`src/rtl/vga_pkg.sv`:
```
// Shared constants and types for the sprite blitter and its address generator.
// Screen geometry, sprite buffer layout and the blit FSM state encoding.
package vga_pkg;

    localparam int SCREEN_WIDTH  = 320;
    localparam int SCREEN_HEIGHT = 180;
    localparam int SPRITE_SIZE   = 32;
    localparam int SPRITE_COUNT  = 8;
    localparam int FB_A_WIDTH    = 16;
    localparam int SB_A_WIDTH    = 13;
    localparam int D_WIDTH       = 8;
    localparam int SPR_BITS      = 3;
    localparam int PIX_BITS      = $clog2(SPRITE_SIZE);
    localparam int DRAIN_CYCLES  = 2;

    localparam logic [D_WIDTH-1:0] TRANSPARENT = 8'h00;

    typedef enum logic [1:0] {
        IDLE  = 2'd0,
        RUN   = 2'd1,
        DRAIN = 2'd2,
        DONE  = 2'd3
    } blit_state_e;

endpackage

```
`src/rtl/blit_addr_gen.sv`:
```
// Sprite pixel scanner: raster px/py counters, sprite buffer address,
// frame buffer address and on-screen flag for the current pixel.
module blit_addr_gen
    import vga_pkg::*;
(
    input  logic                  i_clk,
    input  logic                  i_rst_n,
    input  logic                  i_load,
    input  logic                  i_step,
    input  logic [SPR_BITS-1:0]   i_sprite,
    input  logic [9:0]            i_x,
    input  logic [8:0]            i_y,
    output logic                  o_last,
    output logic [SB_A_WIDTH-1:0] o_sb_addr,
    output logic [FB_A_WIDTH-1:0] o_fb_addr,
    output logic                  o_on_screen
);

    logic [SPR_BITS-1:0] sprite_q, sprite_d;
    logic [9:0]          x_q, x_d;
    logic [8:0]          y_q, y_d;
    logic [PIX_BITS-1:0] px_q, px_d, py_q, py_d;
    logic [10:0]         xs_s;
    logic [9:0]          ys_s;

    // Command latch and raster counters
    always_ff @(posedge i_clk or negedge i_rst_n) begin
        if (!i_rst_n) begin
            sprite_q <= '0;
            x_q      <= '0;
            y_q      <= '0;
            px_q     <= '0;
            py_q     <= '0;
        end else begin
            sprite_q <= sprite_d;
            x_q      <= x_d;
            y_q      <= y_d;
            px_q     <= px_d;
            py_q     <= py_d;
        end
    end

    // Counter next-state: load restarts at pixel 0, step advances px fastest
    always_comb begin
        sprite_d = sprite_q;
        x_d      = x_q;
        y_d      = y_q;
        px_d     = px_q;
        py_d     = py_q;
        if (i_load) begin
            sprite_d = i_sprite;
            x_d      = i_x;
            y_d      = i_y;
            px_d     = '0;
            py_d     = '0;
        end else if (i_step) begin
            px_d = px_q + PIX_BITS'(1);
            if (px_q == {PIX_BITS{1'b1}}) begin
                py_d = py_q + PIX_BITS'(1);
            end else begin
                py_d = py_q;
            end
        end else begin
            px_d = px_q;
        end
    end

    // Widened sums never wrap, so clipping is a plain compare; 320 = 256 + 64
    assign xs_s        = {1'b0, x_q} + {6'd0, px_q};
    assign ys_s        = {1'b0, y_q} + {5'd0, py_q};
    assign o_on_screen = (xs_s < 11'(SCREEN_WIDTH)) && (ys_s < 10'(SCREEN_HEIGHT));
    assign o_fb_addr   = (FB_A_WIDTH'(ys_s) << 8) + (FB_A_WIDTH'(ys_s) << 6) + FB_A_WIDTH'(xs_s);
    assign o_sb_addr   = {sprite_q, py_q, px_q};
    assign o_last      = (px_q == {PIX_BITS{1'b1}}) && (py_q == {PIX_BITS{1'b1}});

endmodule

```
`src/rtl/sprite_blitter.sv`:
```
// Command-driven engine copying one 32x32 sprite into the back frame buffer,
// skipping transparent pixels and clipping at the screen edges.
module sprite_blitter
    import vga_pkg::*;
#(
    parameter int N_SPRITES = SPRITE_COUNT
)
(
    input  logic                  i_clk,
    input  logic                  i_rst_n,
    input  logic                  i_start,
    input  logic [SPR_BITS-1:0]   i_sprite,
    input  logic [9:0]            i_x,
    input  logic [8:0]            i_y,
    output logic                  o_busy,
    output logic                  o_done,
    output logic [SB_A_WIDTH-1:0] o_sb_addr,
    input  logic [D_WIDTH-1:0]    i_sb_data,
    output logic [FB_A_WIDTH-1:0] o_fb_addr,
    output logic [D_WIDTH-1:0]    o_fb_data,
    output logic                  o_fb_we
);

    blit_state_e           state_q, state_d;
    logic [1:0]            drain_q, drain_d;
    logic [SPR_BITS:0]     spr_ext_s;
    logic                  bad_s, load_s, run_s, last_s, on_screen_s;
    logic [SB_A_WIDTH-1:0] sb_addr_s, sb_addr_q, sb_addr_d;
    logic [FB_A_WIDTH-1:0] fb_addr_s, fb_a_q, fb_b_q, fb_addr_q, fb_addr_d;
    logic                  vld_a_q, vld_b_q, on_a_q, on_b_q;
    logic [D_WIDTH-1:0]    fb_data_q, fb_data_d;
    logic                  fb_we_q, fb_we_d, busy_q, busy_d, done_q, done_d;

    assign spr_ext_s = {1'b0, i_sprite};
    assign bad_s     = (spr_ext_s >= (SPR_BITS+1)'(N_SPRITES));
    assign run_s     = (state_q == RUN);
    assign load_s    = (state_q == IDLE) && i_start && !bad_s;

    blit_addr_gen u_addr_gen (
        .i_clk       (i_clk),
        .i_rst_n     (i_rst_n),
        .i_load      (load_s),
        .i_step      (run_s),
        .i_sprite    (i_sprite),
        .i_x         (i_x),
        .i_y         (i_y),
        .o_last      (last_s),
        .o_sb_addr   (sb_addr_s),
        .o_fb_addr   (fb_addr_s),
        .o_on_screen (on_screen_s)
    );

    // State register and drain counter
    always_ff @(posedge i_clk or negedge i_rst_n) begin
        if (!i_rst_n) begin
            state_q <= IDLE;
            drain_q <= 2'd0;
        end else begin
            state_q <= state_d;
            drain_q <= drain_d;
        end
    end

    // Next-state logic; a bad sprite index skips straight to DONE
    always_comb begin
        state_d = state_q;
        drain_d = drain_q;
        case (state_q)
            IDLE: begin
                if (i_start) begin
                    if (bad_s) begin
                        state_d = DONE;
                    end else begin
                        state_d = RUN;
                    end
                end else begin
                    state_d = IDLE;
                end
            end
            RUN: begin
                if (last_s) begin
                    state_d = DRAIN;
                    drain_d = 2'd0;
                end else begin
                    state_d = RUN;
                end
            end
            DRAIN: begin
                if (drain_q == 2'(DRAIN_CYCLES - 1)) begin
                    state_d = DONE;
                end else begin
                    drain_d = drain_q + 2'd1;
                end
            end
            DONE:    state_d = IDLE;
            default: state_d = IDLE;
        endcase
    end

    // Output logic: write is qualified by the delayed valid/clip bits and the colour key
    always_comb begin
        sb_addr_d = sb_addr_q;
        if (run_s) begin
            sb_addr_d = sb_addr_s;
        end else begin
            sb_addr_d = sb_addr_q;
        end
        fb_addr_d = fb_b_q;
        fb_data_d = i_sb_data;
        fb_we_d   = vld_b_q && on_b_q && (i_sb_data != TRANSPARENT);
        busy_d    = (state_d != IDLE);
        done_d    = (state_q == DONE);
    end

    // Two-stage address/valid delay line matching the sprite buffer read latency
    always_ff @(posedge i_clk or negedge i_rst_n) begin
        if (!i_rst_n) begin
            fb_a_q    <= '0;
            fb_b_q    <= '0;
            vld_a_q   <= 1'b0;
            vld_b_q   <= 1'b0;
            on_a_q    <= 1'b0;
            on_b_q    <= 1'b0;
            sb_addr_q <= '0;
            fb_addr_q <= '0;
            fb_data_q <= '0;
            fb_we_q   <= 1'b0;
            busy_q    <= 1'b0;
            done_q    <= 1'b0;
        end else begin
            fb_a_q    <= fb_addr_s;
            fb_b_q    <= fb_a_q;
            vld_a_q   <= run_s;
            vld_b_q   <= vld_a_q;
            on_a_q    <= on_screen_s;
            on_b_q    <= on_a_q;
            sb_addr_q <= sb_addr_d;
            fb_addr_q <= fb_addr_d;
            fb_data_q <= fb_data_d;
            fb_we_q   <= fb_we_d;
            busy_q    <= busy_d;
            done_q    <= done_d;
        end
    end

    assign o_busy    = busy_q;
    assign o_done    = done_q;
    assign o_sb_addr = sb_addr_q;
    assign o_fb_addr = fb_addr_q;
    assign o_fb_data = fb_data_q;
    assign o_fb_we   = fb_we_q;

endmodule

```
`config.mk`:
```
export PLATFORM = sky130hd
export DESIGN_NAME = sprite_blitter
export DESIGN_NICKNAME = d
export VERILOG_FILES = /design/src/rtl/vga_pkg.sv /design/src/rtl/blit_addr_gen.sv /design/src/rtl/sprite_blitter.sv
export SDC_FILE = /design/constraint.sdc
export NUM_CORES = 1
export LEC_CHECK = 0
export ABC_AREA = 1
export ABC_CLOCK_PERIOD_IN_PS = 7600
export BUFFER_PORTS_ARGS = -buffer_cell sky130_fd_sc_hd__buf_2
export CORE_MARGIN = 2
export CORE_UTILIZATION = 50
export CTS_BUF_LIST = sky130_fd_sc_hd__clkbuf_4
export DETAILED_ROUTE_END_ITERATION = 10
export PLACE_DENSITY = 0.83
export SYNTH_ARGS = -nofsm -noshare
export SYNTH_HDL_FRONTEND = slang
export SYNTH_SLANG_ARGS = --single-unit
```
`constraint.sdc`:
```
create_clock -name i_clk -period 7.6 [get_ports i_clk]
set_input_delay 1.52 -clock i_clk [delete_from_list [all_inputs] [get_ports i_clk]]
set_output_delay 1.52 -clock i_clk [all_outputs]
set_load 0.005 [all_outputs]
```
Word-level counts from Yosys, hierarchy flattened
Cells that the tools add are included.

Register bits after elaboration: 112. Input bits: 33. Word-level logic and storage cells: 65. Output and inout bits: 40.

Eq/ne operators: 8. Magnitude comparators: 3. Multiplexer cells: 13. Reductions and logical operators: 15. $add $sub $neg: 7.

Operator list (number): two-way mux 5 bit (5); adder 16 x 11 -> 16 bit (1); adder 16 bit (1); two-way mux 2 bit (6); adder 10 x 5 -> 11 bit (1); less-than comparator 11 x 9 -> 1 bit, second input constant (1); adder 5 x 1 -> 5 bit, second input constant (2); adder 9 x 5 -> 10 bit (1); == test 5 bit, second input constant (2); less-than comparator 10 x 8 -> 1 bit, second input constant (1); case mux 2 bit (4 select lines) (1); nonzero test 2 bit (4); nonzero test 8 bit (1); logical AND 1 bit (6); == test 2 x 1 -> 1 bit, second input constant (2); == test 2 bit, second input constant (2); >= comparator 3 x 4 -> 1 bit, second input constant (1); case mux 2 bit (2 select lines) (1); AND reduction 3 bit (1); adder 2 x 1 -> 2 bit, second input constant (1); zero test 2 bit (1); != test 2 x 1 -> 1 bit, second input constant (1); != test 2 bit, second input constant (1); AND reduction 2 bit (1); zero test 1 bit (1).

Longest topological paths before layout
Depth in word-level cells: 5. Mapped depth: 19. Gate-level depth less buffers: 19.

Cells and area by module
Synthesis repeated with hierarchy kept, for this count alone.

Cells, all modules: 488. Area total of the unflattened synthesis: 5033.6 um^2.

Modules (own cells, without submodules): blit_addr_gen (seq. area each 800.8 um^2, cells an instance 350, area an instance 2600.0 um^2, instances 1); sprite_blitter (seq. area each 2001.9 um^2, cells an instance 138, area an instance 2433.6 um^2, instances 1).

Worst setup path before layout
OpenSTA, ideal clock, no wires.

Path kind: register to register. From: register u_addr_gen.py_q[0]. To: register fb_a_q[15]. Data required time: 7484 ps. Path buffers: 0. Setup slack: 4756 ps. Arrival time: 2728 ps. Stages on the path, launching flop included: 18. Cells stage by stage: dfrtp_1 > ha_1 > inv_1 > fa_1 > inv_1 > nand2_1 > nand2_1 > nand3_1 > nand2_1 > inv_1 > fa_1 > ha_1 > nand3_1 > nand3_1 > a31oi_1 > inv_1 > nand2_1 > nand2_1.

Longest elaborated chain between the ends: 3.

RTL lines: start: declaration (line blit_addr_gen.sv:22) `logic [PIX_BITS-1:0] px_q, px_d, py_q, py_d;`; start signal: assignment (line blit_addr_gen.sv:39) `py_q <= py_d;`; adder 9 x 5 -> 10 bit (line blit_addr_gen.sv:70) `assign ys_s = {1'b0, y_q} + {5'd0, py_q};`; adder 16 bit (line blit_addr_gen.sv:72) `assign o_fb_addr = (FB_A_WIDTH'(ys_s) << 8) + (FB_A_WIDTH'(ys_s) << 6) + FB_A_WIDTH'(xs_s);`; adder 16 x 11 -> 16 bit (line blit_addr_gen.sv:72); net fb_addr_s[15] (line sprite_blitter.sv:29) `logic [FB_A_WIDTH-1:0] fb_addr_s, fb_a_q, fb_b_q, fb_addr_q, fb_addr_d;`; end signal: assignment (line sprite_blitter.sv:131) `fb_a_q <= fb_addr_s;`; end: declaration (line sprite_blitter.sv:29).

The timed path passes the listed nets, and every way through them passes these cells. A chain may end at the register's enable or synchronous reset.

Final worst setup path
Ends and elaborated chain as after synthesis.

==> qor.yml <==
status: "complete, no violations"
start_kind: "register"
synth.most_common_cell: "nand2_1"
initial_core_util_pct: 51.37
clockRootBuffer: "clkbuf_4"
p_sw_w: 0.001016
criticalPathCategory: "reg -> reg"
rsz0062_at_grt: "no"
routed_wl_um: 9157
switching_share_pct: 42.23
cts_resized: 0
wl_per_cell_um: 12.26
dpl.hpwl_um: 6901
pwr-share-clk_pct: 10.6
nets: 683
gr-usage-all-layers_pct: 18.22
synthFlopType: "dfrtp_1"
clk_latency_ns: 0.44
total_power_w: 0.002406
endpoint: "fb_a_q[15]"
clockBufferDepth: 2
synth_commonest_cells: "169 x nand2_1, 112 x dfrtp_1, 64 x inv_1"
ys_ff_latch: 112
synth_fp_nets: 607
worst_r2r_startpoint: "u_addr_gen.py_q[0]"
fin_setup_tns_ns: 0
power_density_nw_per_um2: 426.4
synth_cells: 533
vias: 3701
clock_sinks: 112
overflow: 0
reg2reg_slack_ns: 4.36
crit_fanout: 5
gp_congestion: 0.8795
drtIter0Drc: 154
synth_edf_count: 0
num-fill-cells: 834
dr.pass1.iters: 4
fin_crit_ns: 3.237
syn2layout_area_growth_pct: 12.38
worst_pin_slew_ns: 0.9109
slew_headroom_pct: 39.21
numCtsBuffers: 9
core_sq_um: 9774
postSynthAreaPerCell_sq_um: 9.420
die_w_um: 104.2
drv_slew: 0
first_global_vias: 3746
io_buffers: 72
synth_area_sq_um: 5021
route.detailed.drc: 0
drv_cap: 0
drt-vias-per-instance: 4.954
ys_warn_count: 0
power_frac_comb_pct: 48.7
yosysTopAreaCell: "dfrtp_1"
max-vdd-ir-drop_uv: 239.5
p_seq_share_pct: 40.6
hold_class: "reg -> reg"
clk_pin_slew_ns: 0.16
worst_clock_skew_ns: 0.02296
finalSetupViolations: 0
finalHoldViolCount: 0
num_io_pins: 73
antenna_found_initial: 0
synth_top_area_share_pct: 55.82
ctsHoldBuffers: 0
worstPathArrival_ns: 3.58
rows: 36
drive_above_1_share_pct: 15.80
grt_max_degree: 59
fin_crit_sh_pct: 42.59
tritoncts: "built"
cp-startpoint: "u_addr_gen.py_q[0]"
critPathCaptureType: "register"
n_antenna_cell: 0
die_h_um: 104.2
synth_seq_area_share_pct: 55.82
cp.required_ns: 7.95
htree_levels: 3
internal_power_w: 0.001390
synthTopCellsByArea: "dfrtp_1 56%, nand2_1 13%, ha_1 9.0%, inv_1 4.8%, nand3_1 3.2%"
drtAntennaViolNets: 0
p_leak_nw: 3.100
r2r_cells: 17
max_freq_ghz: 0.3089
ys_types: 27
dieArea_sq_um: 10860
post_cts_buffers: 0
synthArstFlopShare_pct: 100.0
rr_endpoint: "fb_a_q[15]"
grt_pass1_wl_um: 16160
==> per-stage QoR <==
stage	cell area [sq um]	setup slack [ns]	cells	hold WS (ns)	util (%)
after floorplan	5021	4.756	533	0.3312	-
after global placement	5527	4.401	731	0.3330	56.54
after detailed placement	5527	4.329	731	0.3347	56.54
after CTS	5643	4.379	747	0.3675	57.73
after global routing	5643	4.141	747	0.3731	57.73
final	5643	4.363	747	0.3610	57.73
==> routing by layer <==
layer / global-route usage [%] / share of wire, %
met1: 23.40 / 44
met3: 3.383 / 5.0
met5: 0 / 0
met4: 7.915 / 2.6
met2: 30.36 / 48
==> how the worst min path moves through the flow <==
stage | startpoint | to | slack, ns | cells past startpoint
after global routing | fb_addr_d[7] | o_fb_addr[7] | 0.37 | 0
after global placement | fb_a_q[11] | fb_addr_d[11] | 0.33 | 0
after floorplan | fb_a_q[0] | fb_addr_d[0] | 0.33 | 0
after detailed placement | on_a_q | on_b_q | 0.33 | 0
after CTS | fb_addr_d[4] | o_fb_addr[4] | 0.37 | 0
final | fb_a_q[5] | fb_addr_d[5] | 0.36 | 0
==> cell usage in the layout, fill, tap and decap left out, types with 7 or more instances in the layout <==
| cell | synthesis | routed |
|---|---|---|
| xor2_1 | 9 | 9 |
| a21oi_1 | 14 | 14 |
| nand3_1 | 32 | 32 |
| inv_1 | 64 | 64 |
| dfrtp_1 | 112 | 112 |
| o21ai_0 | 28 | 28 |
| nand4_1 | 7 | 7 |
| ha_1 | 36 | 36 |
| nand2_1 | 169 | 169 |
| clkbuf_4 | 0 | 10 |
| nor2_1 | 20 | 20 |
| buf_2 | 1 | 71 |
==> registers in the layout, indices dropped and copies added (netlist names) <==
signal	flops
fb_addr_d	16
o_busy	1
u_addr_gen.px_q	5
vld_b_q	1
u_addr_gen.sprite_q	3
o_fb_data	8
o_done	1
o_fb_we	1
u_addr_gen.y_q	9
u_addr_gen.x_q	10
vld_a_q	1
state_q	2
o_fb_addr	16
on_b_q	1
on_a_q	1
u_addr_gen.py_q	5
drain_q	2
fb_a_q	16
o_sb_addr	13
==> cell type report <==
class	count	area (sq um)	share of cell area [%]
Clock buffer	10	75.07	1.330
Clock inverter	6	41.29	0.7317
Inverter	65	244.0	4.324
Multi-Input combinational cell	348	1943	34.43
Sequential cell	112	2803	49.67
Tap cell	133	166.4	2.949
Timing Repair Buffer	73	370.4	6.563
==> power by group through the flow <==
stage          registers [W]  logic, W  clock network (W)
4_1_cts             0.000977   0.00118           0.000265
3_5_place_dp        0.000992   0.00116                  0
6_report            0.000978   0.00117           0.000255
2_1_floorplan       0.000972  0.000863                  0
3_3_place_gp        0.000979   0.00111                  0
5_1_grt              0.00101   0.00137           0.000283
==> worst max-delay path, stage by stage, from the launching register on <==
cell and delay (ns):
dfrtp_1 0.44, ha_1 0.25, inv_1 0.07, fa_1 0.37
inv_1 0.10, nand2_1 0.07, nand2_1 0.09, nand3_1 0.09
nand2_1 0.10, inv_1 0.08, fa_1 0.46, ha_1 0.37
nand3_1 0.10, nand3_1 0.16, a31oi_1 0.22, inv_1 0.06
nand2_1 0.06, nand2_1 0.04
==> cells by family after synthesis <==
| logic type | Yosys count | synth area share (%) |
|---|---|---|
| xor+xnor | 11 | 1.919 |
| simple gates | 247 | 20.63 |
| fa+ha+maj | 41 | 10.96 |
| mux | 1 | 0.1994 |
| compound gates | 48 | 4.984 |
| buf+inv | 73 | 5.482 |
| flops | 112 | 55.82 |
(Power assumes the default switching activity.)
